**src/rtl/noc_local_injector_pkg.sv**
```systemverilog
// Shared constants and FSM encoding for the local-port packet injector.
// The SRC state exists only when NOC_INJ_SRC_TAG_EN is defined.
package noc_local_injector_pkg;

    localparam int INJ_TAM_FLIT   = 16;
    localparam int INJ_METADEFLIT = 4;
    localparam int NROT           = 16;
    localparam int NPORT          = 5;

    typedef enum logic [2:0] {
        S_IDLE    = 3'd0,
        S_HEADER  = 3'd1,
        S_SIZE    = 3'd2,
`ifdef NOC_INJ_SRC_TAG_EN
        S_SRC     = 3'd3,
`endif
        S_PAYLOAD = 3'd4
    } inj_state_e;

endpackage

```
**src/rtl/noc_inj_fifo.sv**
```systemverilog
// Synchronous payload FIFO for the injector; head is the word at the read pointer.
// Flush clears occupancy synchronously; memory contents are left as they are.
module noc_inj_fifo #(
    parameter int WIDTH = 16,
    parameter int DEPTH = 16
) (
    input  logic             clock,
    input  logic             flush,
    input  logic             push,
    input  logic             pop,
    input  logic [WIDTH-1:0] din,
    output logic             full,
    output logic             empty,
    output logic [WIDTH-1:0] head
);

    localparam int AW = $clog2(DEPTH);

    logic [WIDTH-1:0] mem_r [DEPTH];
    logic [AW:0]      wr_ptr_r;
    logic [AW:0]      rd_ptr_r;
    logic             do_push_s;
    logic             do_pop_s;

    // Extra pointer bit distinguishes full from empty when the indices match.
    assign empty     = (wr_ptr_r == rd_ptr_r);
    assign full      = (wr_ptr_r[AW] != rd_ptr_r[AW]) && (wr_ptr_r[AW-1:0] == rd_ptr_r[AW-1:0]);
    assign head      = mem_r[rd_ptr_r[AW-1:0]];
    assign do_push_s = push && !full;
    assign do_pop_s  = pop && !empty;

    // Pointer update with synchronous flush.
    always_ff @(posedge clock) begin
        if (flush) begin
            wr_ptr_r <= '0;
            rd_ptr_r <= '0;
        end else begin
            if (do_push_s) begin
                wr_ptr_r <= wr_ptr_r + (AW+1)'(1);
            end
            if (do_pop_s) begin
                rd_ptr_r <= rd_ptr_r + (AW+1)'(1);
            end
        end
    end

    // Storage write.
    always_ff @(posedge clock) begin
        if (do_push_s) begin
            mem_r[wr_ptr_r[AW-1:0]] <= din;
        end
    end

endmodule

```
**src/rtl/noc_local_injector.sv**
```systemverilog
// Local-port packet injector: header, size and buffered payload flits toward one router.
// Optional NOC_INJ_SRC_TAG_EN adds a SRC flit (SRC_ADDR) ahead of the payload.
module noc_local_injector
    import noc_local_injector_pkg::*;
#(
    parameter int TAM_FLIT   = INJ_TAM_FLIT,
    parameter int METADEFLIT = INJ_METADEFLIT,
    parameter int FIFO_DEPTH = 16,
    parameter int MAX_SIZE   = 255
`ifdef NOC_INJ_SRC_TAG_EN
    ,
    parameter int SRC_ADDR   = 0
`endif
) (
    input  logic                    clock,
    input  logic                    reset,
    input  logic                    cmd_valid,
    output logic                    cmd_ready,
    input  logic [2*METADEFLIT-1:0] cmd_target,
    input  logic [TAM_FLIT-1:0]     cmd_size,
    input  logic                    pl_valid,
    output logic                    pl_ready,
    input  logic [TAM_FLIT-1:0]     pl_data,
    output logic                    rx_o,
    output logic [TAM_FLIT-1:0]     data_o,
    input  logic                    credit_i,
    output logic                    busy,
    output logic                    pkt_done
);

    localparam logic [TAM_FLIT-1:0] CNT_ZERO = {TAM_FLIT{1'b0}};
    localparam logic [TAM_FLIT-1:0] CNT_ONE  = TAM_FLIT'(1);
    localparam logic [TAM_FLIT-1:0] SIZE_MAX = TAM_FLIT'(MAX_SIZE);

    inj_state_e                state_r;
    inj_state_e                state_s;
    logic [2*METADEFLIT-1:0]   target_r;
    logic [TAM_FLIT-1:0]       remain_r;
    logic [TAM_FLIT-1:0]       size_clip_s;
    logic                      accept_s;
    logic                      xfer_s;
    logic                      fifo_push_s;
    logic                      fifo_pop_s;
    logic                      fifo_full_s;
    logic                      fifo_empty_s;
    logic [TAM_FLIT-1:0]       fifo_head_s;

    assign accept_s    = cmd_valid && cmd_ready;
    assign xfer_s      = rx_o && credit_i;
    assign size_clip_s = (cmd_size > SIZE_MAX) ? SIZE_MAX : cmd_size;
    assign fifo_push_s = pl_valid && pl_ready;

    noc_inj_fifo #(
        .WIDTH (TAM_FLIT),
        .DEPTH (FIFO_DEPTH)
    ) u_fifo (
        .clock (clock),
        .flush (reset),
        .push  (fifo_push_s),
        .pop   (fifo_pop_s),
        .din   (pl_data),
        .full  (fifo_full_s),
        .empty (fifo_empty_s),
        .head  (fifo_head_s)
    );

    // FSM state register.
    always_ff @(posedge clock) begin
        if (reset) begin
            state_r <= S_IDLE;
        end else begin
            state_r <= state_s;
        end
    end

    // FSM next-state logic.
    always_comb begin
        state_s = state_r;
        case (state_r)
            S_IDLE: begin
                if (accept_s) state_s = S_HEADER;
                else          state_s = S_IDLE;
            end
            S_HEADER: begin
                if (xfer_s) state_s = S_SIZE;
                else        state_s = S_HEADER;
            end
            S_SIZE: begin
`ifdef NOC_INJ_SRC_TAG_EN
                if (xfer_s) state_s = S_SRC;
                else        state_s = S_SIZE;
            end
            S_SRC: begin
`endif
                if (xfer_s) state_s = (remain_r != CNT_ZERO) ? S_PAYLOAD : S_IDLE;
                else        state_s = state_r;
            end
            S_PAYLOAD: begin
                if (xfer_s && (remain_r == CNT_ONE)) state_s = S_IDLE;
                else                                 state_s = S_PAYLOAD;
            end
            default: state_s = S_IDLE;
        endcase
    end

    // FSM outputs; pkt_done is qualified directly by credit_i to stay off rx_o.
    always_comb begin
        rx_o       = 1'b0;
        data_o     = CNT_ZERO;
        pkt_done   = 1'b0;
        fifo_pop_s = 1'b0;
        busy       = (state_r != S_IDLE);
        cmd_ready  = (state_r == S_IDLE) && !reset;
        pl_ready   = !fifo_full_s && !reset;
        case (state_r)
            S_IDLE: begin
                rx_o = 1'b0;
            end
            S_HEADER: begin
                rx_o   = 1'b1;
                data_o = TAM_FLIT'(target_r);
            end
            S_SIZE: begin
                rx_o = 1'b1;
`ifdef NOC_INJ_SRC_TAG_EN
                data_o = remain_r + CNT_ONE;
`else
                data_o   = remain_r;
                pkt_done = credit_i && (remain_r == CNT_ZERO);
`endif
            end
`ifdef NOC_INJ_SRC_TAG_EN
            S_SRC: begin
                rx_o     = 1'b1;
                data_o   = TAM_FLIT'(SRC_ADDR);
                pkt_done = credit_i && (remain_r == CNT_ZERO);
            end
`endif
            S_PAYLOAD: begin
                rx_o       = !fifo_empty_s;
                data_o     = fifo_head_s;
                fifo_pop_s = !fifo_empty_s && credit_i;
                pkt_done   = !fifo_empty_s && credit_i && (remain_r == CNT_ONE);
            end
            default: begin
                rx_o = 1'b0;
            end
        endcase
    end

    // Packet target and remaining payload count.
    always_ff @(posedge clock) begin
        if (reset) begin
            target_r <= '0;
            remain_r <= CNT_ZERO;
        end else if (accept_s) begin
            target_r <= cmd_target;
            remain_r <= size_clip_s;
        end else if (fifo_pop_s) begin
            remain_r <= remain_r - CNT_ONE;
        end else begin
            target_r <= target_r;
            remain_r <= remain_r;
        end
    end

endmodule

```
**config.mk**
```make
export PLATFORM = sky130hd
export DESIGN_NAME = noc_local_injector
export DESIGN_NICKNAME = d
export VERILOG_FILES = /design/src/rtl/noc_local_injector_pkg.sv /design/src/rtl/noc_inj_fifo.sv /design/src/rtl/noc_local_injector.sv
export SDC_FILE = /design/constraint.sdc
export NUM_CORES = 1
export LEC_CHECK = 0
export ABC_AREA = 1
export CORE_ASPECT_RATIO = 1.1
export CORE_MARGIN = 2
export CORE_UTILIZATION = 60
export DETAILED_ROUTE_END_ITERATION = 10
export HOLD_SLACK_MARGIN = 0.12
export PLACE_DENSITY = 0.88
export RECOVER_POWER = 50
export SYNTH_ARGS = -nofsm -noshare
export SYNTH_HDL_FRONTEND = slang
export SYNTH_HIERARCHICAL = 1
export SYNTH_SLANG_ARGS = --single-unit
```
**constraint.sdc**
```tcl
create_clock -name clock -period 3.6 [get_ports clock]
set_clock_uncertainty 0.15 [all_clocks]
set_input_delay 0.72 -clock clock [delete_from_list [all_inputs] [get_ports clock]]
set_output_delay 0.72 -clock clock [all_outputs]
set_load 0.005 [all_outputs]
```
[Word level (Yosys, flattened, before mapping)]
Memory sizes are Yosys's and may differ from the RTL's. A register that Yosys moved wholly into a read port is not among the register bits.
Index checks and enable logic that the tools add are counted.
Widths: inputs -> output; s select.
Word-level totals
  flip-flop bits (word level): 37
  output and inout port bits: 21
  bits in writable memories: 256
  memory bits (read-only): 0
  bits in latches: 0
  input port bits: 45
  logic and storage cells: 56
  memories kept: 1
Cells by class
  equal/unequal tests: 8
  add/sub/neg operators: 3
  mux-type cells: 17
  reductions and logical operators: 21
  bitwise operators: 0
  $mul: 0
  shifts and indexed selects: 0
  div/mod/pow operators: 0
  $lt $le $gt $ge: 1
Memories
  u_fifo.mem_r: words 16, width 16, read ports 1, clocked after Yosys merged registers in 1, wr ports 1, line noc_inj_fifo.sv:19  | logic [WIDTH-1:0] mem_r [DEPTH];
Operator list (count)
  $mux 16: 3
  $pmux 16 s3: 1
  $eq 16x1->1 const B: 1
  $gt 16x8->1 const B: 1
  $logic_not 16->1: 1
  $reduce_bool 16->1: 1
  $sub 16x1->16 const B: 1
  $logic_and 1x1->1: 12
  $pmux 3 s4: 1
  $add 5x1->5 const B: 2
  $mux 3: 3
  $mux 4: 2
  $eq 5x5->1: 1
  $eq 4x4->1: 1
  $mux 1: 4
  $pmux 1 s2: 2
  $eq 3x1->1 const B: 1
  $eq 3x2->1 const B: 1
  $eq 3x3->1 const B: 1
  $logic_not 1->1: 3
  $logic_not 3->1: 1
  $reduce_bool 3->1: 1
  $mux 2: 1
  $ne 2x2->1 const B: 1
  other kinds (3): 3

[Logic depth before layout (Yosys ltp)]
Gate-level depths: netlist of the first run.
  word-level depth: 8
  gate-level depth with buffers: 17
  gate-level depth less buffers: 16

[Modules after synthesis]
Netlist of the first run, hierarchy kept.
By module, submodules not included
  noc_inj_fifo: cells an instance 942, instances 1, area an instance 11262.1 um2, sequential area each 7967.6 um2
  noc_local_injector: cells an instance 274, instances 1, area an instance 1780.5 um2, sequential area each 540.5 um2

[Worst setup path before layout of the first run]
No wires, ideal clock.
  kind: in2reg
  start: input reset
  end: memory u_fifo.mem_r[11][0] (enable)
  slack: 566 ps
  required time: 3062 ps
  library setup time: 388 ps
  buffers on the path: 1
  data arrival time: 2496 ps
  stages on the path: 6
  path through: clkbuf_1 > nor3b_1 > nand2_1 > inv_1 > nand2_2 > nor2_1
Between the ends
  longest elaborated chain between the ends: 6
Ends and longest elaborated chain
  start, declared: line noc_local_injector.sv:16  | input logic reset,
  $logic_not 1->1: line noc_local_injector.sv:114  | pl_ready = !fifo_full_s && !reset;
  $logic_and 1x1->1: line noc_local_injector.sv:114
  $logic_and 1x1->1: line noc_local_injector.sv:51  | assign fifo_push_s = pl_valid && pl_ready;
  net fifo_push_s: line noc_local_injector.sv:42  | logic fifo_push_s;
  $logic_and 1x1->1: line noc_inj_fifo.sv:29  | assign do_push_s = push && !full;
  $mux 1: line noc_inj_fifo.sv:49  | if (do_push_s) begin
  $mux 1 (implied by the code): line noc_inj_fifo.sv:50  | mem_r[wr_ptr_r[AW-1:0]] <= din;
  end, declared: line noc_inj_fifo.sv:19
The timed path passes the listed nets, and every way through them passes these cells.

==> results of run 1 <==
-- critical path, stage by stage, from the launching register on --
cell and delay [ps]:
dfxtp_4 470, buf_16 290, o211ai_1 160, nand3_1 120, nand3_1 70, nand2_1 200, nand2_1 90, o21ai_0 100
clkdlybuf4s50_1 540
-- per-stage QoR --
| stage | hold WS [ps] | utilization | cell area [sq um] | power [mW] |
|---|---|---|---|---|
| final | 334 | 0.709 | 15100 | 7.15 |
| after global routing | 362 | 0.709 | 15100 | 7.34 |
| after CTS | 332 | 0.709 | 15100 | 7.18 |
| after detailed placement | 318 | 0.663 | 14100 | 4.18 |
| after global placement | 312 | 0.663 | 14100 | 4.17 |
| after floorplan | 297 | - | 13000 | 4.02 |
-- how the worst min path moves through the flow --
stage                                        start                  endpoint  slack [ps]  cells after the start
after CTS                 target_r[6]$_SDFFE_PP0N_  target_r[6]$_SDFFE_PP0N_         330                      2
final                     target_r[2]$_SDFFE_PP0N_  target_r[2]$_SDFFE_PP0N_         330                      2
after floorplan           target_r[4]$_SDFFE_PP0N_  target_r[4]$_SDFFE_PP0N_         300                      2
after global routing      target_r[2]$_SDFFE_PP0N_  target_r[2]$_SDFFE_PP0N_         360                      2
after global placement    target_r[6]$_SDFFE_PP0N_  target_r[6]$_SDFFE_PP0N_         310                      2
after detailed placement  target_r[6]$_SDFFE_PP0N_  target_r[6]$_SDFFE_PP0N_         320                      2
-- cells by family (layout without fill, tap and decap cells) --
family,Yosys count,count (layout)
other cells,0,1
buf+inv,251,346
xor+xnor,5,5
simple gates,411,411
fa+ha+maj,8,8
flops,297,297
compound gates,244,244
-- registers in the layout (all words and copies together) (netlist names), named ones only --
register and count:
remain_r 16, u_fifo/wr_ptr_r 5, u_fifo/rd_ptr_r 5, state_r 3
target_r 8, u_fifo/mem_r 256
-- routing by layer --
metal / up-vias / global-route usage / share of wire
met5: - / 0 / 0
met4: 0 / 0.125 / 0.042
met3: 95 / 0.0388 / 0.088
met2: 496 / 0.461 / 0.49
met1: 4429 / 0.350 / 0.38
li1: 4324 / - / -
-- cells in the final DEF, fill, tap and decap left out, drive strengths merged, types with 4 or more instances in the layout --
master and instances:
clkinv 8, clkdlybuf4s50 46, inv 192, nor2 82, buf 33, nand4 4
clkbuf 37, nand3b 4, a21oi 81, nand2 181, dfxtp 41, nor3 5
clkinvlp 6, o21ai 86, ha 8, o211ai 67, edfxtp 256, dlygate4sd3 17
nand3 132, bufinv 5, o221ai 6
-- power breakdown --
part | switching, mW | internal (mW) | leakage (nW)
combinational | 0.194 | 0.112 | 2.40
clock | 1.26 | 1.80 | 0.450
sequential | 0.0234 | 3.77 | 2.64
-- layout make-up --
class,count,area (sq um)
multi-input cells,668,3470
flip-flops and latches,297,8520
well taps,290,363
inverters,191,718
clock inverters,20,249
fillers,1433,6200
diodes,1,2.50
clock buffers,32,716
repair buffers,103,1050
-- what timing repair did --
| item | 4_1_cts | 5_1_grt |
|---|---|---|
| cloned | 0 | 1 |
| buffers inserted | 0 | 1 |
| resized for setup | 1 | 12 |
| setup endpoints to repair | 1 | 15 |
==> metrics.cfg, run 1 <==
[power_and_ir_drop]
static-leakage-power_nw = 5.50
pwr_density_cell_nw_per_um2 = 474
peakVddDrop_uv = 442

[logic_synthesis]
yosysSeqAreaShare = 0.652
synth_area_sq_um = 13000
synthArstFlopShare = 0
synth_adder_area_share = 0.00767
synth.avg_cell_area_sq_um = 10.7
synth_top_area_share = 0.589
yosys.area_share.simple = 0.145
synth_top_family_by_area = simple AND/OR/NAND/NOR gates
syn_nets = 1269
synth_edf_count = 256
synth_xor_area_frac = 0.00393
synthTopCellsByArea = edfxtp_1 (59%), dfxtp_1 (6.3%), inv_1 (5.3%), nand2_1 (5.0%), nand3_1 (4.9%)
synthMuxAreaShare = 0
ys_warn_count = 6
synth_cells = 1216
yosys.area.top_type = edfxtp_1
ys_ff_latch = 297
yosysUniqueCellTypes = 38
synth_ff_type = edfxtp_1
synth-compound-area-share = 0.111
synthTopCellsByCount = edfxtp_1 (256), inv_1 (184), nand2_1 (172), nand3_1 (128)
yosysMostFrequentCell = edfxtp_1

[sta]
setup_tns_ps = 0
relSlewSlack = 0.474
max_freq_ghz = 0.287
hold_viol = 0
fin_crit_sh = 0.968
worst_slack_ps = 115
tightest_slew_ps = 788
min_period_ps = 3490
finalSetupViolations = 0
drv_slew = 0

[clock_tree]
cts.path.max_buffers = 3
cts_hold_buf = 0
path_clk_slew_ps = 60
cts_sinks = 297
cts_buffers = 28
cts_tree = built
h-tree-depth = 1
clock_latency_ps = 540
root_buffer = clkbuf_16

[placement]
hpwl_um = 18500
dp_cells = 1547
place.gp.congestion = 0.987
dp_slack_ps = 465
io_buffer_count = 65

[floorplan]
die_x_um = 145
start_util = 0.612
io_pins = 66
core_area_sq_um = 21300
die-area_sq_um = 22900
rows = 56
die_y_um = 159

[setup_path]
critPathMaxFanout = 80
r2r_slack_ps = 490
cp-endpoint = data_o[11]
arrival_ps = 2620
r2r-end = u_fifo/mem_r[8][7]$_DFFE_PP_
critPathKind = reg -> out
worst-endpoint-required_ps = 2730
cp-end-kind = output pin
r2r_cells = 13
cp-start-kind = flop
r2r-start = u_fifo/wr_ptr_r[0]$_SDFFE_PP0P_

[finish]
final_nets = 1342
layoutNonFillerInstCount = 1602
layout-drive-gt1-share = 0.0969
syn_to_final_growth_pct = 15.8

[run]
cap_violations = 0

[global_routing]
gr-usage-all-layers = 0.272
grt_pass1_vias = 9006
grt_pass1_wl_um = 47200
grt.overflow.total = 0
antenna_found_initial = 1
grt_max_degree = 131

[detailed_routing]
wirelength_um = 31200
firstDrtPassIters = 6
antenna_left = 0
drc_errors = 0
vias = 9344
drt_iter0_drc = 1316
vias_per_cell = 5.83
wire_per_inst_um = 19.5

[hold_path]
hp-class = reg -> reg

[status]
status = complete, no violations

Power figures use the tool's default switching activity.
==> run 2: changes to the inputs <==
--- a/config.mk
+++ b/config.mk
@@ -9,6 +9,7 @@
 export CORE_ASPECT_RATIO = 1.1
 export CORE_MARGIN = 2
 export CORE_UTILIZATION = 60
+export CTS_CLUSTER_SIZE = 12
 export DETAILED_ROUTE_END_ITERATION = 10
 export HOLD_SLACK_MARGIN = 0.12
 export PLACE_DENSITY = 0.88
==> metrics.cfg, run 2 (synthesized netlist as in run 1, its figures left out) <==
[floorplan]
start_util = 0.612
die_x_um = 145
io_pins = 66
die-area_sq_um = 22900
rows = 56
core_area_sq_um = 21300
die_y_um = 159

[detailed_routing]
vias = 9395
antenna_left = 0
drc_errors = 0
drt_iter0_drc = 1198
wire_per_inst_um = 19.5
wirelength_um = 31300
firstDrtPassIters = 5
vias_per_cell = 5.87

[finish]
final_cell_mix = edfxtp_1 (256), inv_1 (184), nand2_1 (174)
final_nets = 1346
multiInputGateArea_sq_um = 3470
syn_to_final_growth_pct = 15.3
layout-drive-gt1-share = 0.0924
fillers = 1446
layout_commonest_cell = edfxtp_1
seq_area_sq_um = 8520
layoutNonFillerInstCount = 1601
largest_reg_flops = 256

[clock_tree]
path_clk_slew_ps = 60
cts.path.max_buffers = 3
cts_tree = built
clock_latency_ps = 550
h-tree-depth = 1
cts_sinks = 297
cts_hold_buf = 0
cts_buffers = 30
root_buffer = clkbuf_16

[setup_path]
worst-endpoint-required_ps = 2730
r2r-end = u_fifo/mem_r[8][6]$_DFFE_PP_
r2r_slack_ps = 410
r2r-start = u_fifo/wr_ptr_r[1]$_SDFFE_PP0P_
cp-start-kind = flop
cp-endpoint = data_o[5]
critPathMaxFanout = 65
r2r_cells = 13
arrival_ps = 2690
critPathKind = reg -> out
cp-end-kind = output pin

[power_and_ir_drop]
static-leakage-power_nw = 5.50
pwr_density_cell_nw_per_um2 = 458
peakVddDrop_uv = 386
total_power_mw = 6.89

[placement]
hpwl_um = 18500
place.gp.congestion = 0.987
dp_cells = 1547
io_buffer_count = 65

[global_routing]
grt.overflow.total = 0
grt_max_degree = 131
gr-usage-all-layers = 0.266
grt_pass1_vias = 8862
antenna_found_initial = 1
grt_pass1_wl_um = 46200

[sta]
min_period_ps = 3560
drv_slew = 0
hold_viol = 0
tightest_slew_ps = 779
finalSetupViolations = 0
max_freq_ghz = 0.281
rsz0062_at_grt = yes
fin_crit_sh = 0.988
relSlewSlack = 0.481

[hold_path]
hp-class = reg -> reg

[status]
status = complete, no violations

[run]
cap_violations = 0

## run 2: cell count changes in the layout (fill, tap and decap cells not counted), sizes merged
cell / change
clkinvlp: -4
buf: +1
dlymetal6s2s: +1
clkinv: -6
bufinv: -5
inv: -1
clkbuf: +14
clkdlybuf4s50: -1
## run 2: where the power goes
part	internal [mW]	switching [mW]
Sequential	3.77	0.0229
Clock	1.59	1.20
Combinational	0.111	0.193
## run 2: cell type report
class / instances / area share
multi-input cells: 668 / 0.231
inverters: 191 / 0.0477
well taps: 290 / 0.0241
repair buffers: 105 / 0.0733
clock buffers: 45 / 0.0557
clock inverters: 4 / 0.00183
flip-flops and latches: 297 / 0.567
diodes: 1 / 0.000166
## run 2: worst min path at each step
stage / start / end / slack, ps / depth (start not counted)
final: target_r[2]$_SDFFE_PP0N_ / target_r[2]$_SDFFE_PP0N_ / 330 / 2
after global routing: target_r[0]$_SDFFE_PP0N_ / target_r[0]$_SDFFE_PP0N_ / 350 / 2
after CTS: target_r[6]$_SDFFE_PP0N_ / target_r[6]$_SDFFE_PP0N_ / 330 / 2
after detailed placement: target_r[6]$_SDFFE_PP0N_ / target_r[6]$_SDFFE_PP0N_ / 320 / 2
after global placement: target_r[6]$_SDFFE_PP0N_ / target_r[6]$_SDFFE_PP0N_ / 310 / 2
after floorplan: target_r[4]$_SDFFE_PP0N_ / target_r[4]$_SDFFE_PP0N_ / 300 / 2
## run 2: per-stage QoR
step,setup TNS (ps),hold slack [ps],instance area (sq um),worst slack [ps],utilization
global route,-70.5,346,15000,-28.0,0.706
detailed placement,0,318,14100,465,0.663
finish,0,331,15000,44.1,0.706
floorplan,0,297,13000,566,-
global placement,0,312,14100,497,0.663
CTS,0,332,15000,20.9,0.704
## run 2: critical path: stages (launching register included)
cell	delay, ps
dfxtp_4	540
clkbuf_16	360
o21ai_0	170
nand3_1	90
nand3_1	90
nand2_1	150
nand2_1	90
o211ai_1	100
clkdlybuf4s50_1	530
## run 2: per-layer routing
metal	GRT usage	up-vias	part of all wire
met3	0.0328	110	0.098
met4	0.106	0	0.040
met2	0.455	585	0.49
li1	-	4329	-
met5	0	-	0
met1	0.350	4371	0.37
## run 2: repair_timing
| action | CTS | global route |
|---|---|---|
| resized for setup | 0 | 15 |
| endpoints found under the setup margin | 0 | 15 |
| setup buffers | 0 | 1 |
==> run 3: changes to the inputs <==
--- a/config.mk
+++ b/config.mk
@@ -7,7 +7,7 @@
 export LEC_CHECK = 0
 export ABC_AREA = 1
 export CORE_ASPECT_RATIO = 1.1
-export CORE_MARGIN = 2
+export CORE_MARGIN = 10
 export CORE_UTILIZATION = 60
 export CTS_CLUSTER_SIZE = 12
 export DETAILED_ROUTE_END_ITERATION = 10
==> metrics.cfg, run 3 (synthesized netlist as in run 1, its figures left out) <==
[finish]
syn_to_final_growth_pct = 15.9
layout_commonest_cell = edfxtp_1
final_area_sq_um = 15100
final_cell_mix = edfxtp_1 (256), inv_1 (186), nand2_1 (172)
final_nets = 1353
layout-drive-gt1-share = 0.0995
largest_reg_flops = 256
fillers = 1363

[placement]
dp_slack_ps = 468
placed_area_sq_um = 14200
io_buffer_count = 65
place.gp.congestion = 0.871
hpwl_um = 19500

[detailed_routing]
vias = 9554
antenna_left = 0
firstDrtPassIters = 5
drc_errors = 0
wire_per_inst_um = 20.4
drt_iter0_drc = 1388
wirelength_um = 32700
vias_per_cell = 5.95

[global_routing]
grt_max_degree = 83
gr-usage-all-layers = 0.219
grt_pass1_wl_um = 49200
grt_pass1_vias = 9275
antenna_found_initial = 1
grt.overflow.total = 0

[floorplan]
start_util = 0.610
rows = 56
die_y_um = 175
core_area_sq_um = 21400
die_x_um = 161
die-area_sq_um = 28000
io_pins = 66

[sta]
rsz0062_at_grt = yes
fin_crit_sh = 0.990
drv_slew = 0
relSlewSlack = 0.479
max_freq_ghz = 0.281
whs_ps = 322
finalSetupViolations = 0
hold_viol = 0
worst_slack_ps = 36.0
min_period_ps = 3560
tightest_slew_ps = 781

[status]
status = complete, no violations

[setup_path]
r2r_slack_ps = 610
r2r-end = u_fifo/mem_r[3][10]$_DFFE_PP_
cp-end-kind = output pin
r2r-start = u_fifo/wr_ptr_r[3]$_SDFFE_PP0P_
cpPeakStageDelay_ps = 550
critPathSlowestCell = clkdlybuf4s50_1
arrival_ps = 2690
critPathMaxFanout = 32
critPathKind = reg -> out
worst-endpoint-required_ps = 2730
cp-start-kind = flop
r2r_cells = 12
cp_cell_sequence = buf_16, a21oi_1, o21ai_0, nand3_1, nand3_1, nand2_1, nand2_1, o221ai_1, clkdlybuf4s50_1

[run]
cap_violations = 0

[clock_tree]
cts_sinks = 297
cts_tree = built
cts_buffers = 30
clock_latency_ps = 560
path_clk_slew_ps = 60
root_buffer = clkbuf_16
cts.path.max_buffers = 3
h-tree-depth = 1

[power_and_ir_drop]
static-leakage-power_nw = 5.53
peakVddDrop_uv = 402
pwr_density_cell_nw_per_um2 = 460

[hold_path]
holdPathStages = 2
hold_start = target_r[1]$_SDFFE_PP0N_
min_to = target_r[1]$_SDFFE_PP0N_
hp-class = reg -> reg

==> run 3: worst max-delay path by stage <==
| stage | startpoint | endpoint | slack (ps) | depth (start not counted) |
|---|---|---|---|---|
| after detailed placement | credit_i | pkt_done | 470 | 6 |
| after CTS | flop | data_o[7] | 30 | 9 |
| after floorplan | reset | u_fifo/mem_r[11][0]$_DFFE_PP_ | 570 | 6 |
| after global placement | credit_i | pkt_done | 460 | 6 |
| after global routing | flop | data_o[6] | -40 | 9 |
| final | flop | data_o[4] | 40 | 9 |
==> run 3: final cells by class <==
| cell class | count | area, sq um | share of cell area |
|---|---|---|---|
| Clock inverter | 7 | 57.6 | 0.00381 |
| Multi-Input combinational cell | 668 | 3480 | 0.230 |
| Tap cell | 290 | 363 | 0.0240 |
| Inverter | 191 | 719 | 0.0476 |
| Clock buffer | 41 | 827 | 0.0547 |
| Antenna cell | 1 | 2.50 | 0.000165 |
| Timing Repair Buffer | 112 | 1150 | 0.0763 |
| Sequential cell | 297 | 8520 | 0.563 |
==> run 3: where the power goes <==
part	switching [mW]	total [mW]	internal, mW	leakage [nW]
clock network	1.20	2.85	1.65	0.436
logic	0.201	0.315	0.114	2.45
registers	0.0210	3.79	3.77	2.64
total	1.42	6.96	5.54	5.53
==> run 3: critical path, delay by kind of cell, from the launching register on <==
kind,cells,cell delay (ps)
AND/OR/NAND/NOR,4,470
AO/OA/AOI/OAI,3,460
buffers and inverters,2,760
flip-flops,1,440
==> run 3: stage by stage <==
step	std cells	total power [mW]	TNS, ps	util
floorplan	1216	4.02	0	-
global route	1607	7.14	-167	0.708
detailed placement	1553	4.18	0	0.664
global placement	1553	4.17	0	0.664
CTS	1602	6.98	0	0.706
finish	1607	6.96	0	0.708
==> run 3: what timing repair did <==
item	CTS	global route
hold buffers	0	0
gates cloned	0	2
gates resized for setup	0	7
pin swaps	0	0
endpoints found under the setup margin	6	10
buffers inserted	1	2
==> run 3: layer usage <==
| layer | routed length, um | GRT usage | part of all wire |
|---|---|---|---|
| met1 | 11900 | 0.275 | 0.36 |
| met2 | 16400 | 0.376 | 0.50 |
| met3 | 3170 | 0.0313 | 0.097 |
| met4 | 1260 | 0.0827 | 0.038 |
| met5 | 0 | 0 | 0 |
